$ cat src/rtl/ninjakun_clkmon.sv
// ninjakun_clkmon: checker for one divided clock of the video/CPU clock tree.
// Synchronizes CLKIN into the MCLK domain, recovers single-cycle rise/fall
// enables, measures the rise-to-rise period, tracks lock and counts violations.
// Optional build macro NINJAKUN_CLKMON_DUTY_EN adds a HIGH_TIME output and
// makes an off-nominal high time count as a bad period.
//
// state | meaning
// IDLE  | no measurement running; the next rise starts one
// ACQ   | measuring, counting consecutive good periods toward lock
// LOCK  | locked; a bad period or a stall is recorded as a violation
module ninjakun_clkmon #(
  parameter int EXP_PERIOD  = 8,
  parameter int TOL         = 0,
  parameter int LOCK_COUNT  = 4,
  parameter int SYNC_STAGES = 2
) (
  input  logic       MCLK,
  input  logic       RESET,
  input  logic       CLKIN,
  input  logic       CLR_ERR,
  output logic       CEN_RISE,
  output logic       CEN_FALL,
  output logic [7:0] PERIOD,
  output logic       LOCKED,
  output logic       ERR,
  output logic [7:0] ERR_CNT
`ifdef NINJAKUN_CLKMON_DUTY_EN
  ,
  output logic [7:0] HIGH_TIME
`endif
);

  typedef enum logic [1:0] {
    ST_IDLE = 2'd0,
    ST_ACQ  = 2'd1,
    ST_LOCK = 2'd2
  } state_t;

  // Acceptance window for a measured period, and the count at which a missing
  // rise is treated as a stall (one beyond the longest acceptable period).
  localparam logic [8:0] P_LO     = (EXP_PERIOD > TOL) ? 9'(EXP_PERIOD - TOL) : 9'd0;
  localparam logic [8:0] P_HI     = 9'(EXP_PERIOD + TOL);
  localparam logic [8:0] STALL_AT = 9'(EXP_PERIOD + TOL + 1);
  localparam logic [3:0] LOCK_N   = 4'(LOCK_COUNT);

  logic [SYNC_STAGES-1:0] sync_q, sync_d;
  logic       p_q, p_d;
  logic       cen_rise_q, cen_rise_d;
  logic       cen_fall_q, cen_fall_d;
  logic [7:0] cnt_q, cnt_d;
  logic [7:0] period_q, period_d;
  logic [3:0] good_q, good_d;
  state_t     state_q, state_d;
  logic       err_q, err_d;
  logic [7:0] err_cnt_q, err_cnt_d;

  logic       s_w;
  logic       rise, fall, stall;
  logic [7:0] cnt_inc;
  logic       period_ok, good_ok;
  logic       violation;

  assign s_w = sync_q[SYNC_STAGES-1];

`ifdef NINJAKUN_CLKMON_DUTY_EN
  localparam logic [8:0] H_LO = (EXP_PERIOD / 2 > TOL) ? 9'(EXP_PERIOD / 2 - TOL) : 9'd0;
  localparam logic [8:0] H_HI = 9'(EXP_PERIOD / 2 + TOL);

  logic [7:0] ht_q, ht_d;
  logic       duty_bad_q, duty_bad_d;

  // High-time capture on each fall; a bad duty is held until the next rise judges it.
  always_comb begin
    ht_d       = ht_q;
    duty_bad_d = duty_bad_q;
    if (fall) begin
      ht_d       = cnt_inc;
      duty_bad_d = (state_q != ST_IDLE) &&
                   !(({1'b0, cnt_inc} >= H_LO) && ({1'b0, cnt_inc} <= H_HI));
    end
    if (rise || stall) begin
      duty_bad_d = 1'b0;
    end
  end

  // Duty-check registers.
  always_ff @(posedge MCLK or posedge RESET) begin
    if (RESET) begin
      ht_q       <= 8'd0;
      duty_bad_q <= 1'b0;
    end else begin
      ht_q       <= ht_d;
      duty_bad_q <= duty_bad_d;
    end
  end

  assign HIGH_TIME = ht_q;
  assign good_ok   = period_ok & ~duty_bad_q;
`else
  assign good_ok   = period_ok;
`endif

  // Synchronizer, edge detect and the free-running period counter.
  always_comb begin
    sync_d     = {sync_q[SYNC_STAGES-2:0], CLKIN};
    p_d        = s_w;
    rise       = s_w & ~p_q;
    fall       = ~s_w & p_q;
    cen_rise_d = rise;
    cen_fall_d = fall;
    cnt_inc    = (cnt_q == 8'hFF) ? cnt_q : cnt_q + 8'd1;
    cnt_d      = rise ? 8'd0 : cnt_inc;
    period_ok  = ({1'b0, cnt_inc} >= P_LO) && ({1'b0, cnt_inc} <= P_HI);
    stall      = (state_q != ST_IDLE) && ({1'b0, cnt_q} == STALL_AT);
  end

  // Lock FSM next state, period capture and violation detection.
  always_comb begin
    state_d   = state_q;
    good_d    = good_q;
    period_d  = period_q;
    violation = 1'b0;
    case (state_q)
      ST_IDLE: begin
        if (rise) begin
          state_d = ST_ACQ;
          good_d  = 4'd0;
        end
      end
      ST_ACQ: begin
        if (stall) begin
          state_d = ST_IDLE;
          good_d  = 4'd0;
        end else if (rise) begin
          period_d = cnt_inc;
          if (good_ok) begin
            good_d = good_q + 4'd1;
            if (good_q + 4'd1 == LOCK_N) begin
              state_d = ST_LOCK;
            end
          end else begin
            good_d = 4'd0;
          end
        end
      end
      ST_LOCK: begin
        if (stall) begin
          state_d   = ST_IDLE;
          good_d    = 4'd0;
          violation = 1'b1;
        end else if (rise) begin
          period_d = cnt_inc;
          if (!good_ok) begin
            state_d   = ST_ACQ;
            good_d    = 4'd0;
            violation = 1'b1;
          end
        end
      end
      default: begin
        state_d = ST_IDLE;
        good_d  = 4'd0;
      end
    endcase
  end

  // Sticky error flag and saturating count; a violation overrides a same-cycle clear.
  always_comb begin
    err_d     = err_q;
    err_cnt_d = err_cnt_q;
    if (CLR_ERR) begin
      err_d     = 1'b0;
      err_cnt_d = 8'd0;
    end
    if (violation) begin
      err_d     = 1'b1;
      err_cnt_d = CLR_ERR ? 8'd1 :
                  (err_cnt_q == 8'hFF) ? err_cnt_q : err_cnt_q + 8'd1;
    end
  end

  // State registers.
  always_ff @(posedge MCLK or posedge RESET) begin
    if (RESET) begin
      sync_q     <= '0;
      p_q        <= 1'b0;
      cen_rise_q <= 1'b0;
      cen_fall_q <= 1'b0;
      cnt_q      <= 8'd0;
      period_q   <= 8'd0;
      good_q     <= 4'd0;
      state_q    <= ST_IDLE;
      err_q      <= 1'b0;
      err_cnt_q  <= 8'd0;
    end else begin
      sync_q     <= sync_d;
      p_q        <= p_d;
      cen_rise_q <= cen_rise_d;
      cen_fall_q <= cen_fall_d;
      cnt_q      <= cnt_d;
      period_q   <= period_d;
      good_q     <= good_d;
      state_q    <= state_d;
      err_q      <= err_d;
      err_cnt_q  <= err_cnt_d;
    end
  end

  assign CEN_RISE = cen_rise_q;
  assign CEN_FALL = cen_fall_q;
  assign PERIOD   = period_q;
  assign LOCKED   = (state_q == ST_LOCK);
  assign ERR      = err_q;
  assign ERR_CNT  = err_cnt_q;

endmodule
$ cat config.mk
export PLATFORM = sky130hd
export DESIGN_NAME = ninjakun_clkmon
export DESIGN_NICKNAME = d
export VERILOG_FILES = /design/src/rtl/ninjakun_clkmon.sv
export SDC_FILE = /design/constraint.sdc
export NUM_CORES = 1
export LEC_CHECK = 0
export CAP_MARGIN = 20
export CORE_MARGIN = 5
export CORE_UTILIZATION = 55
export CTS_BUF_LIST = sky130_fd_sc_hd__clkbuf_8 sky130_fd_sc_hd__clkbuf_16
export CTS_CLUSTER_DIAMETER = 100
export DETAILED_ROUTE_END_ITERATION = 8
export PLACE_DENSITY_LB_ADDON = 0.08
export SYNTH_ARGS = -nofsm -noshare
export SYNTH_HDL_FRONTEND = slang
export SYNTH_SLANG_ARGS = --single-unit
$ cat constraint.sdc
create_clock -name MCLK -period 3.9 [get_ports MCLK]
set_input_delay 0.78 -clock MCLK [delete_from_list [all_inputs] [get_ports MCLK]]
set_output_delay 0.78 -clock MCLK [all_outputs]
set_load 0.03 [all_outputs]
==> impl_summary.log, run 1 <==
[metrics] highest clock rate: 0.377 GHz
[metrics] worst slew pin tran: 687 ps
[metrics] Post CTS Setup Buffer Count: 0
[metrics] commonest register cell after synthesis: dfrtp_1
[metrics] critical path's slowest cell: clkdlybuf4s50_1
[metrics] combinational share of power: 0.268
[metrics] global-route usage over all layers: 0.175
[metrics] Min-Delay Startpoint: sync_q[0]$_DFF_PP0_
[metrics] average cell area after synthesis: 9.64 µm²
[metrics] Final Routed Wirelength: 3.94 mm
[metrics] First-pass DRT Iterations: 4
[metrics] via/cell ratio: 5.56
[metrics] internal power: 721 µW
[metrics] clock tree buffer depth: 2
[metrics] post-CTS resize count: 0
[metrics] full die area: 4830 µm²
[metrics] drt wl/cell: 14.3 µm
[metrics] worst-skew pair later-pin latency: 290 ps
[metrics] top-area cell type share of the netlist area: 0.462
[metrics] final number of hold-violating endpoints: 0
[metrics] library cell used as clock root buffer: clkbuf_8
[metrics] number of levels in the clock H-tree: 2
[metrics] hold buffer count at CTS: 0
[metrics] number of fill cells: 274
[metrics] Ant. Diodes: 0
[metrics] remaining antenna violation count after routing: 0
[metrics] reg-to-reg startpoint: cnt_q[0]$_DFF_PP0_
[metrics] critical path type: flip-flop to primary output
[metrics] most instantiated cells after synthesis: dfrtp_1 (36), nand2_1 (22), nor2_1 (19), o21ai_0 (19), inv_1 (11)
[metrics] number of max-slew violations in the final report: 0
[metrics] max capacitance violation total: 0
[metrics] Die Y-Extent: 69.5 µm
[metrics] Area growth, synth to finish: 19.6%
[metrics] Final Hold Slack: 359 ps
[metrics] total power density per cell area: 462 nW/µm²
[metrics] DP Wirelength: 2.89 mm
[metrics] width of the chip: 69.5 µm
[metrics] result of the run: finished clean
[metrics] multi-input combinational cell area: 973 µm²
[metrics] pin count of the biggest net entering global routing: 20
[metrics] area of the placeable core: 3390 µm²
[metrics] Worst path max stage delay: 740 ps
[metrics] Max Fanout on Critical Path: 9
[metrics] switching share of total power: 0.331
[metrics] critical path cell sequence: inv_1 > ha_1 > clkdlybuf4s50_1
[metrics] relative contribution of the clock network to total power: 0.304
[metrics] Rows: 21
[metrics] required time worst endpoint: 3120 ps
[metrics] routed vias: 1528
[metrics] number of instances in the synthesized netlist: 202
[metrics] number of design rule violations left after detail routing: 0
[metrics] total negative slack: 0 ps
[metrics] placer's final routability congestion estimate: 0.792
[metrics] ratio of cells with drive above 1 in the final layout: 0.100
[metrics] yosys warns: 0
[metrics] class of the tightest hold or removal check: flip-flop to flip-flop
[metrics] number of clock buffers inserted by TritonCTS: 5
[metrics] Seq pwr share: 0.428
[metrics] CP startpoint: state_q[0]$_DFFE_PP0P_
[metrics] Synth area leader: dfrtp_1
[metrics] Post-synth ARST share: 1.00
[metrics] final count of negative-setup-slack endpoints: 0
[metrics] aggregate global routing overflow: 0
[metrics] total of flip-flops plus latches after synthesis: 36
[metrics] most used standard cell by instance count after synthesis: dfrtp_1
[metrics] via count of the first global-routing pass: 1522
[metrics] Detailed Route Iter0 Violations: 52
[metrics] Ports: 24
[metrics] sequential-to-total area share from yosys stat: 0.462
[metrics] number of library cell types mapped by synthesis: 47
[metrics] Nets: 241
[metrics] antenna violations before repair: 0
[metrics] post-route minimum period: 2650 ps
[metrics] area occupied by registers: 901 µm²
[metrics] CTS Sinks: 36
[metrics] Max transition margin: 0.541
[metrics] initial core utilization: 0.575
[metrics] maximum resistive drop on vdd: 499 µV
[metrics] reported leakage power: 0.000968 µW
[metrics] final worst path period share: 0.681
[metrics] number of synthesized flops with an enable pin: 0
[metrics] leading cell types by total area after synthesis: dfrtp_1 (46%), ha_1 (5.8%), o21ai_0 (4.9%)
[metrics] crit path capture type: primary output
[metrics] Crit path arrival time: 1870 ps
[metrics] worst clock skew: 8.58 ps
[metrics] clock edge transition at the registers on the reported setup and hold paths: 80 ps
[metrics] unrepaired setup endpoints after global routing: no
[metrics] clock tree from TritonCTS: yes
[metrics] Net Sw Power: 356 µW
[metrics] wire length of the first global-routing pass: 6.93 mm
[metrics] type of element launching the critical path: flip-flop
[metrics] number of nets in the synthesized netlist: 215
[metrics] cell area after synthesis: 1950 µm²
[metrics] Buffers on Ports: 23
## layout by cell type (no fill, tap or decap), types with 3 or more instances in the layout
| cell type | instances |
|---|---|
| nand3_1 | 10 |
| or3_1 | 6 |
| or2_2 | 3 |
| nor3_1 | 9 |
| a21oi_1 | 8 |
| ha_1 | 9 |
| nor2b_1 | 3 |
| nand2_1 | 22 |
| nor2_1 | 19 |
| inv_1 | 11 |
| clkdlybuf4s50_1 | 23 |
| dfrtp_1 | 36 |
| clkbuf_8 | 5 |
| o21ai_0 | 19 |
## critical path, delay by kind of cell, from the launching register on
family,cells,cell delay [ps]
adder cells (fa/ha/maj),1,340
buffers and inverters,2,830
flip-flops,1,420
## logic make-up (layout without fill, tap and decap cells)
group	after synthesis	in the layout	share of synthesized area
simple gates	89	89	0.244
flops	36	36	0.462
mux	4	4	0.0218
fa+ha+maj	9	9	0.0578
buf+inv	17	44	0.0379
xor+xnor	4	4	0.0180
compound gates	43	43	0.158
## state kept, by name (all words and copies together), names as in the netlist
name / count
ERR_CNT: 8
good_q: 4
state_q: 2
ERR: 1
cnt_q: 8
CEN_RISE: 1
sync_q: 2
PERIOD: 8
CEN_FALL: 1
p_q: 1
## area by class of cell
class	instances	share of cell area
clock buffer	5	0.0295
multi-input combinational	149	0.418
inverter	11	0.0177
tap	46	0.0247
sequential	36	0.387
timing repair buffer	25	0.105
clock inverter	3	0.0183
## final timing paths
kind | end | slack (ps) | cells after the start
setup reg to reg | state_q[0]$_DFFE_PP0P_ | 1360 | 7
hold reg to reg | sync_q[1]$_DFF_PP0_ | 360 | 0
min in group asynchronous | CEN_RISE$_DFF_PP0_ | 880 | 2
max in group asynchronous | good_q[1]$_DFFE_PP0P_ | 2300 | 3
setup / recovery | LOCKED | 1250 | 3
hold / removal | sync_q[1]$_DFF_PP0_ | 360 | 0
## power by group through the flow
| stage | registers, µW | clock network, µW | logic, µW |
|---|---|---|---|
| 2_1_floorplan | 489 | 0 | 189 |
| 3_3_place_gp | 461 | 0 | 278 |
| 3_5_place_dp | 465 | 0 | 289 |
| 4_1_cts | 460 | 337 | 292 |
| 5_1_grt | 467 | 352 | 321 |
| 6_report | 461 | 327 | 289 |
## through the flow
stage / area, µm² / total power (µW) / setup WS (ps) / utilization / std cells
after floorplan: 1950 / 678 / 1540 / - / 202
after global placement: 2220 / 738 / 1530 / 0.654 / 267
after detailed placement: 2220 / 755 / 1410 / 0.654 / 267
after CTS: 2330 / 1090 / 1250 / 0.687 / 275
after global routing: 2330 / 1140 / 1160 / 0.687 / 275
final: 2330 / 1080 / 1250 / 0.687 / 275
## routing by layer
metal | share of wire | GRT usage | up-vias
met3 | 0.031 | 0.0507 | 7
met5 | 0 | 0 | -
li1 | - | - | 761
met2 | 0.52 | 0.305 | 23
met1 | 0.44 | 0.205 | 737
met4 | 0.015 | 0.0586 | 0
No activity file was read; power rests on OpenSTA's default activity.
==> inputs of run 2 (changes only) <==
- clock period: 3.9 -> 2.5 ns (I/O delays scaled with it)
==> impl_summary.log, run 2 (synthesized netlist as in run 1, its figures left out) <==
[metrics] highest clock rate: 0.419 GHz
[metrics] type of element launching the critical path: flip-flop
[metrics] Die Y-Extent: 69.5 µm (unchanged)
[metrics] Ports: 24 (unchanged)
[metrics] max capacitance violation total: 0 (unchanged)
[metrics] required time worst endpoint: 2000 ps (-1120 ps)
[metrics] number of design rule violations left after detail routing: 0 (unchanged)
[metrics] number of clock buffers inserted by TritonCTS: 5 (unchanged)
[metrics] number of max-slew violations in the final report: 0 (unchanged)
[metrics] ratio of cells with drive above 1 in the final layout: 0.109 (+0.00826)
[metrics] DP Wirelength: 2.98 mm (+3.1%)
[metrics] Max Fanout on Critical Path: 9 (unchanged)
[metrics] drt wl/cell: 14.7 µm (+2.9%)
[metrics] Rows: 21 (unchanged)
[metrics] post-route minimum period: 2380 ps
[metrics] highest-count cells in the layout ignoring fill and taps: dfrtp_1 (36), clkdlybuf4s50_1 (23), nand2_1 (22)
[metrics] Nets: 242 (+0.41%)
[metrics] antenna violations before repair: 0 (unchanged)
[metrics] number of cells traversed by the worst register-to-register path: 7 (unchanged)
[metrics] First-pass DRT Iterations: 4 (unchanged)
[metrics] aggregate global routing overflow: 0 (unchanged)
[metrics] critical path's slowest cell: clkdlybuf4s50_1
[metrics] routed vias: 1581 (+3.5%)
[metrics] total power density per cell area: 692 nW/µm² (+50%)
[metrics] Worst path max stage delay: 740 ps (about the same)
[metrics] Area growth, synth to finish: 20.0%
[metrics] placer's final routability congestion estimate: 0.830 (+4.8%)
[metrics] crit path capture type: primary output
[metrics] Core Util, Final: 0.690 (+0.00258)
[metrics] remaining antenna violation count after routing: 0 (unchanged)
[metrics] Buffers on Ports: 23 (unchanged)
[metrics] final count of negative-setup-slack endpoints: 0 (unchanged)
[metrics] maximum resistive drop on vdd: 618 µV (+24%)
[metrics] via/cell ratio: 5.73 (+3.1%)
[metrics] final worst path period share: 0.954
[metrics] unrepaired setup endpoints after global routing: no
[metrics] global-route usage over all layers: 0.175 (about the same)
[metrics] Placed Cells: 268 (+0.37%)
[metrics] Post CTS Setup Buffer Count: 0 (unchanged)
[metrics] critical path buffer and inverter count: 2 (unchanged)
[metrics] final design instance area without fill: 2340 µm² (+0.38%)
[metrics] Crit path arrival time: 1880 ps (about the same)
[metrics] full die area: 4830 µm² (unchanged)
[metrics] wire length of the first global-routing pass: 6.93 mm (-0.10%)
[metrics] clock tree buffer depth: 2 (unchanged)
[metrics] worst slew pin tran: 609 ps (-77.6 ps)
[metrics] total negative slack: 0 ps (unchanged)
[metrics] critical path type: flip-flop to primary output
[metrics] critical path cell sequence: inv_1 > ha_1 > clkdlybuf4s50_1
[metrics] Post-Layout Cell Count: 276 (+0.36%)
[metrics] reported leakage power: 0.000960 µW (-0.80%)
[metrics] number of levels in the clock H-tree: 2 (unchanged)
[metrics] Levels on crit path: 3 (unchanged)
[metrics] final number of hold-violating endpoints: 0 (unchanged)
[metrics] Final Routed Wirelength: 4.06 mm (+3.2%)
[metrics] Max transition margin: 0.591 (+0.0491)
[metrics] initial core utilization: 0.575 (unchanged)
[metrics] clock tree from TritonCTS: yes
[metrics] Ant. Diodes: 0 (unchanged)
[metrics] cell class contributing the biggest share of worst-path delay: buffers and inverters
[metrics] setup slack at placement: 76.8 ps (-1340 ps)
[metrics] final setup slack of the worst path: 115 ps (-1130 ps)
[metrics] area of the placeable core: 3390 µm² (unchanged)
[metrics] clock edge transition at the registers on the reported setup and hold paths: 70 ps (about the same)
[metrics] CTS Sinks: 36 (unchanged)
[metrics] hold path cells: 0 (unchanged)
[metrics] Detailed Route Iter0 Violations: 60 (+15%)
[metrics] result of the run: finished clean
[metrics] pin count of the biggest net entering global routing: 37 (+85%)
[metrics] most common cell after layout, fill and taps aside: dfrtp_1
[metrics] via count of the first global-routing pass: 1574 (+3.4%)
[metrics] width of the chip: 69.5 µm (unchanged)
[metrics] library cell used as clock root buffer: clkbuf_8
[metrics] class of the tightest hold or removal check: flip-flop to flip-flop
[metrics] cell area after placement: 2230 µm² (+0.34%)
[metrics] worst clock skew: 3.84 ps (-4.74 ps)
[metrics] worst-skew pair later-pin latency: 290 ps (about the same)
run 2: metal layers:
layer,GRT usage,part of all wire,vias up
li1,-,-,771
met1,0.186,0.42,766
met2,0.327,0.53,33
met3,0.0377,0.036,11
met4,0.0781,0.012,0
met5,0,0,-
run 2: power by group:
part / switching (µW) / internal [µW]
Combinational: 273 / 191
Clock: 213 / 223
Sequential: 70.0 / 647
Total: 556 / 1060
run 2: final timing paths:
path                                        start                     end  slack (ps)
max                        state_q[0]$_DFFE_PP0P_                  LOCKED         120
min                           sync_q[0]$_DFF_PP0_     sync_q[1]$_DFF_PP0_         370
max reg2reg                    cnt_q[0]$_DFF_PP0_  state_q[0]$_DFFE_PP0P_         150
min reg2reg                   sync_q[0]$_DFF_PP0_     sync_q[1]$_DFF_PP0_         370
max in group asynchronous                   RESET   good_q[2]$_DFFE_PP0P_        1570
min in group asynchronous                   RESET     sync_q[0]$_DFF_PP0_         610
run 2: through the flow:
step	power, µW	hold WS, ps
floorplan	1060	331
global placement	1160	334
detailed placement	1190	351
CTS	1630	375
global route	1700	379
finish	1620	367
run 2: repair_timing:
action,in CTS,in global routing
hold buffers,0,0
setup endpoints to repair,0,4
resized for setup,0,2
endpoints found under the hold margin,0,0
run 2: final cells by class:
cell class / instances / area [µm²]
sequential: 36 / 901
fill: 271 / 1050
multi-input combinational: 149 / 988
tap: 46 / 57.6
clock inverter: 2 / 15.0
inverter: 11 / 41.3
timing repair buffer: 26 / 253
clock buffer: 6 / 82.6
==> inputs of run 3 (changes only) <==
- SLEW_MARGIN: not set -> 20
- clock period: 2.5 -> 2.39 ns (I/O delays scaled with it)
==> impl_summary.log, run 3 (synthesized netlist as in run 1, its figures left out) <==
[metrics] reported leakage power: 0.000978 µW (+1.8%)
[metrics] total power density per cell area: 718 nW/µm² (+3.8%)
[metrics] library cell used as clock root buffer: clkbuf_8
[metrics] internal power: 1090 µW (+2.7%)
[metrics] hold buffer count at CTS: 0 (unchanged)
[metrics] initial core utilization: 0.575 (unchanged)
[metrics] via count of the first global-routing pass: 1549 (-1.6%)
[metrics] antenna violations before repair: 0 (unchanged)
[metrics] placer's final routability congestion estimate: 0.849 (+2.3%)
[metrics] type of element launching the critical path: flip-flop
[metrics] setup slack at placement: 84.5 ps (+7.75 ps)
[metrics] width of the chip: 69.5 µm (unchanged)
[metrics] area occupied by registers: 901 µm² (unchanged)
[metrics] ratio of cells with drive above 1 in the final layout: 0.134 (+0.0249)
[metrics] worst-skew pair later-pin latency: 300 ps (about the same)
[metrics] Max Fanout on Critical Path: 6 (-3)
[metrics] Detailed Route Iter0 Violations: 85 (+42%)
[metrics] multi-input combinational cell area: 1000 µm² (+1.4%)
[metrics] highest-count cells in the layout ignoring fill and taps: dfrtp_1 (36), clkdlybuf4s50_1 (22), nand2_1 (21)
[metrics] Die Y-Extent: 69.5 µm (unchanged)
[metrics] class of the tightest hold or removal check: flip-flop to flip-flop
[metrics] routed vias: 1601 (+1.3%)
[metrics] global-route usage over all layers: 0.180 (+0.00526)
[metrics] switching share of total power: 0.357 (+0.0133)
[metrics] Seq pwr share: 0.443 (about the same)
[metrics] unrepaired setup endpoints after global routing: yes
[metrics] highest clock rate: 0.437 GHz
[metrics] Nets: 244 (+0.83%)
[metrics] final count of negative-setup-slack endpoints: 0 (unchanged)
[metrics] Post CTS Setup Buffer Count: 0 (unchanged)
[metrics] Rows: 21 (unchanged)
[metrics] number of clock buffers inserted by TritonCTS: 5 (unchanged)
[metrics] First-pass DRT Iterations: 4 (unchanged)
[metrics] result of the run: finished clean
[metrics] full die area: 4830 µm² (unchanged)
[metrics] final setup slack of the worst path: 100 ps (-14.9 ps)
[metrics] pin count of the biggest net entering global routing: 37 (unchanged)
[metrics] required time worst endpoint: 2570 ps (+570 ps)
[metrics] Ports: 24 (unchanged)
[metrics] number of levels in the clock H-tree: 2 (unchanged)
[metrics] Final Hold Slack: 359 ps (-8.38 ps)
[metrics] worst slew pin tran: 519 ps (-90.3 ps)
[metrics] clock tree buffer depth: 2 (unchanged)
[metrics] combinational share of power: 0.297 (+0.010)
[metrics] critical path type: flip-flop to flip-flop
[metrics] aggregate global routing overflow: 0 (unchanged)
[metrics] most common cell after layout, fill and taps aside: dfrtp_1
[metrics] CTS Sinks: 36 (unchanged)
[metrics] Net Sw Power: 605 µW (+8.9%)
[metrics] clock tree from TritonCTS: yes
[metrics] Final Routed Wirelength: 4.07 mm (about the same)
[metrics] post-route minimum period: 2290 ps
[metrics] DP Wirelength: 2.96 mm (-0.75%)
[metrics] crit path capture type: flip-flop
[metrics] clock edge transition at the registers on the reported setup and hold paths: 80 ps (about the same)
[metrics] number of max-slew violations in the final report: 0 (unchanged)
[metrics] relative contribution of the clock network to total power: 0.259 (-0.010)
[metrics] final number of hold-violating endpoints: 0 (unchanged)
[metrics] worst clock skew: 5.67 ps (+1.84 ps)
[metrics] Area growth, synth to finish: 21.2%
[metrics] number of design rule violations left after detail routing: 0 (unchanged)
[metrics] final worst path period share: 0.958
[metrics] maximum resistive drop on vdd: 806 µV (+30%)
[metrics] Max transition margin: 0.653 (+0.0623)
[metrics] via/cell ratio: 5.76 (+0.54%)
[metrics] max capacitance violation total: 0 (unchanged)
[metrics] Ant. Diodes: 0 (unchanged)
[metrics] area of the placeable core: 3390 µm² (unchanged)
[metrics] drt wl/cell: 14.6 µm (-0.67%)
[metrics] wire length of the first global-routing pass: 7.01 mm (+1.2%)
[metrics] Crit path arrival time: 2470 ps (+590 ps)
[metrics] Buffers on Ports: 23 (unchanged)
[metrics] remaining antenna violation count after routing: 0 (unchanged)
[metrics] number of fill cells: 258 (-4.8%)
[run 3: stage by stage]
stage | utilization | std cells | TNS, ps | power [µW] | area, µm²
global placement | 0.661 | 270 | 0 | 1220 | 2240
finish | 0.697 | 278 | 0 | 1700 | 2360
detailed placement | 0.661 | 270 | 0 | 1250 | 2240
CTS | 0.688 | 278 | 0 | 1700 | 2330
floorplan | - | 202 | 0 | 1110 | 1950
global route | 0.697 | 278 | -103 | 1810 | 2360
[run 3: critical path, cell delays in order (launching register included)]
cell      delay (ps)
dfrtp_1          430
ha_2             270
nand2_1          100
or3_1            340
a2bb2o_4         260
o32ai_4          270
o21bai_2         180
mux2_1           330
[run 3: layout make-up]
| class | count | share of cell area |
|---|---|---|
| timing repair buffer | 28 | 0.113 |
| tap | 46 | 0.0244 |
| clock inverter | 3 | 0.0101 |
| sequential | 36 | 0.382 |
| inverter | 11 | 0.0175 |
| multi-input combinational | 149 | 0.424 |
| clock buffer | 5 | 0.0291 |
[run 3: power by group through the flow]
stage               combinational (µW)  sequential [µW]  clock, µW
global route                       559              764        486
finish                             504              752        440
global placement                   469              751          0
CTS                                492              750        455
floorplan                          308              799          0
detailed placement                 490              761          0
[run 3: repair_timing]
| item | 4_1_cts | 5_1_grt |
|---|---|---|
| endpoints found under the setup margin | 1 | 2 |
| resized for setup | 1 | 6 |
| endpoints found under the hold margin | 0 | 0 |
[run 3: path summary, 6_finish.rpt]
kind	endpoint	start	slack (ps)	cells past startpoint
max reg2reg	state_q[0]$_DFFE_PP0P_	cnt_q[0]$_DFF_PP0_	100	7
min in group asynchronous	CEN_RISE$_DFF_PP0_	RESET	580	3
min	sync_q[1]$_DFF_PP0_	sync_q[0]$_DFF_PP0_	360	0
min reg2reg	sync_q[1]$_DFF_PP0_	sync_q[0]$_DFF_PP0_	360	0
max	state_q[0]$_DFFE_PP0P_	cnt_q[0]$_DFF_PP0_	100	7
max in group asynchronous	good_q[0]$_DFFE_PP0P_	RESET	1490	3
[run 3: per-layer routing]
metal  vias up  wire length, µm  track usage
met2        34             2130        0.326
met3         8              168       0.0551
met5         -                0            0
met1       788             1670        0.193
met4         0               89       0.0759
li1        771                -            -
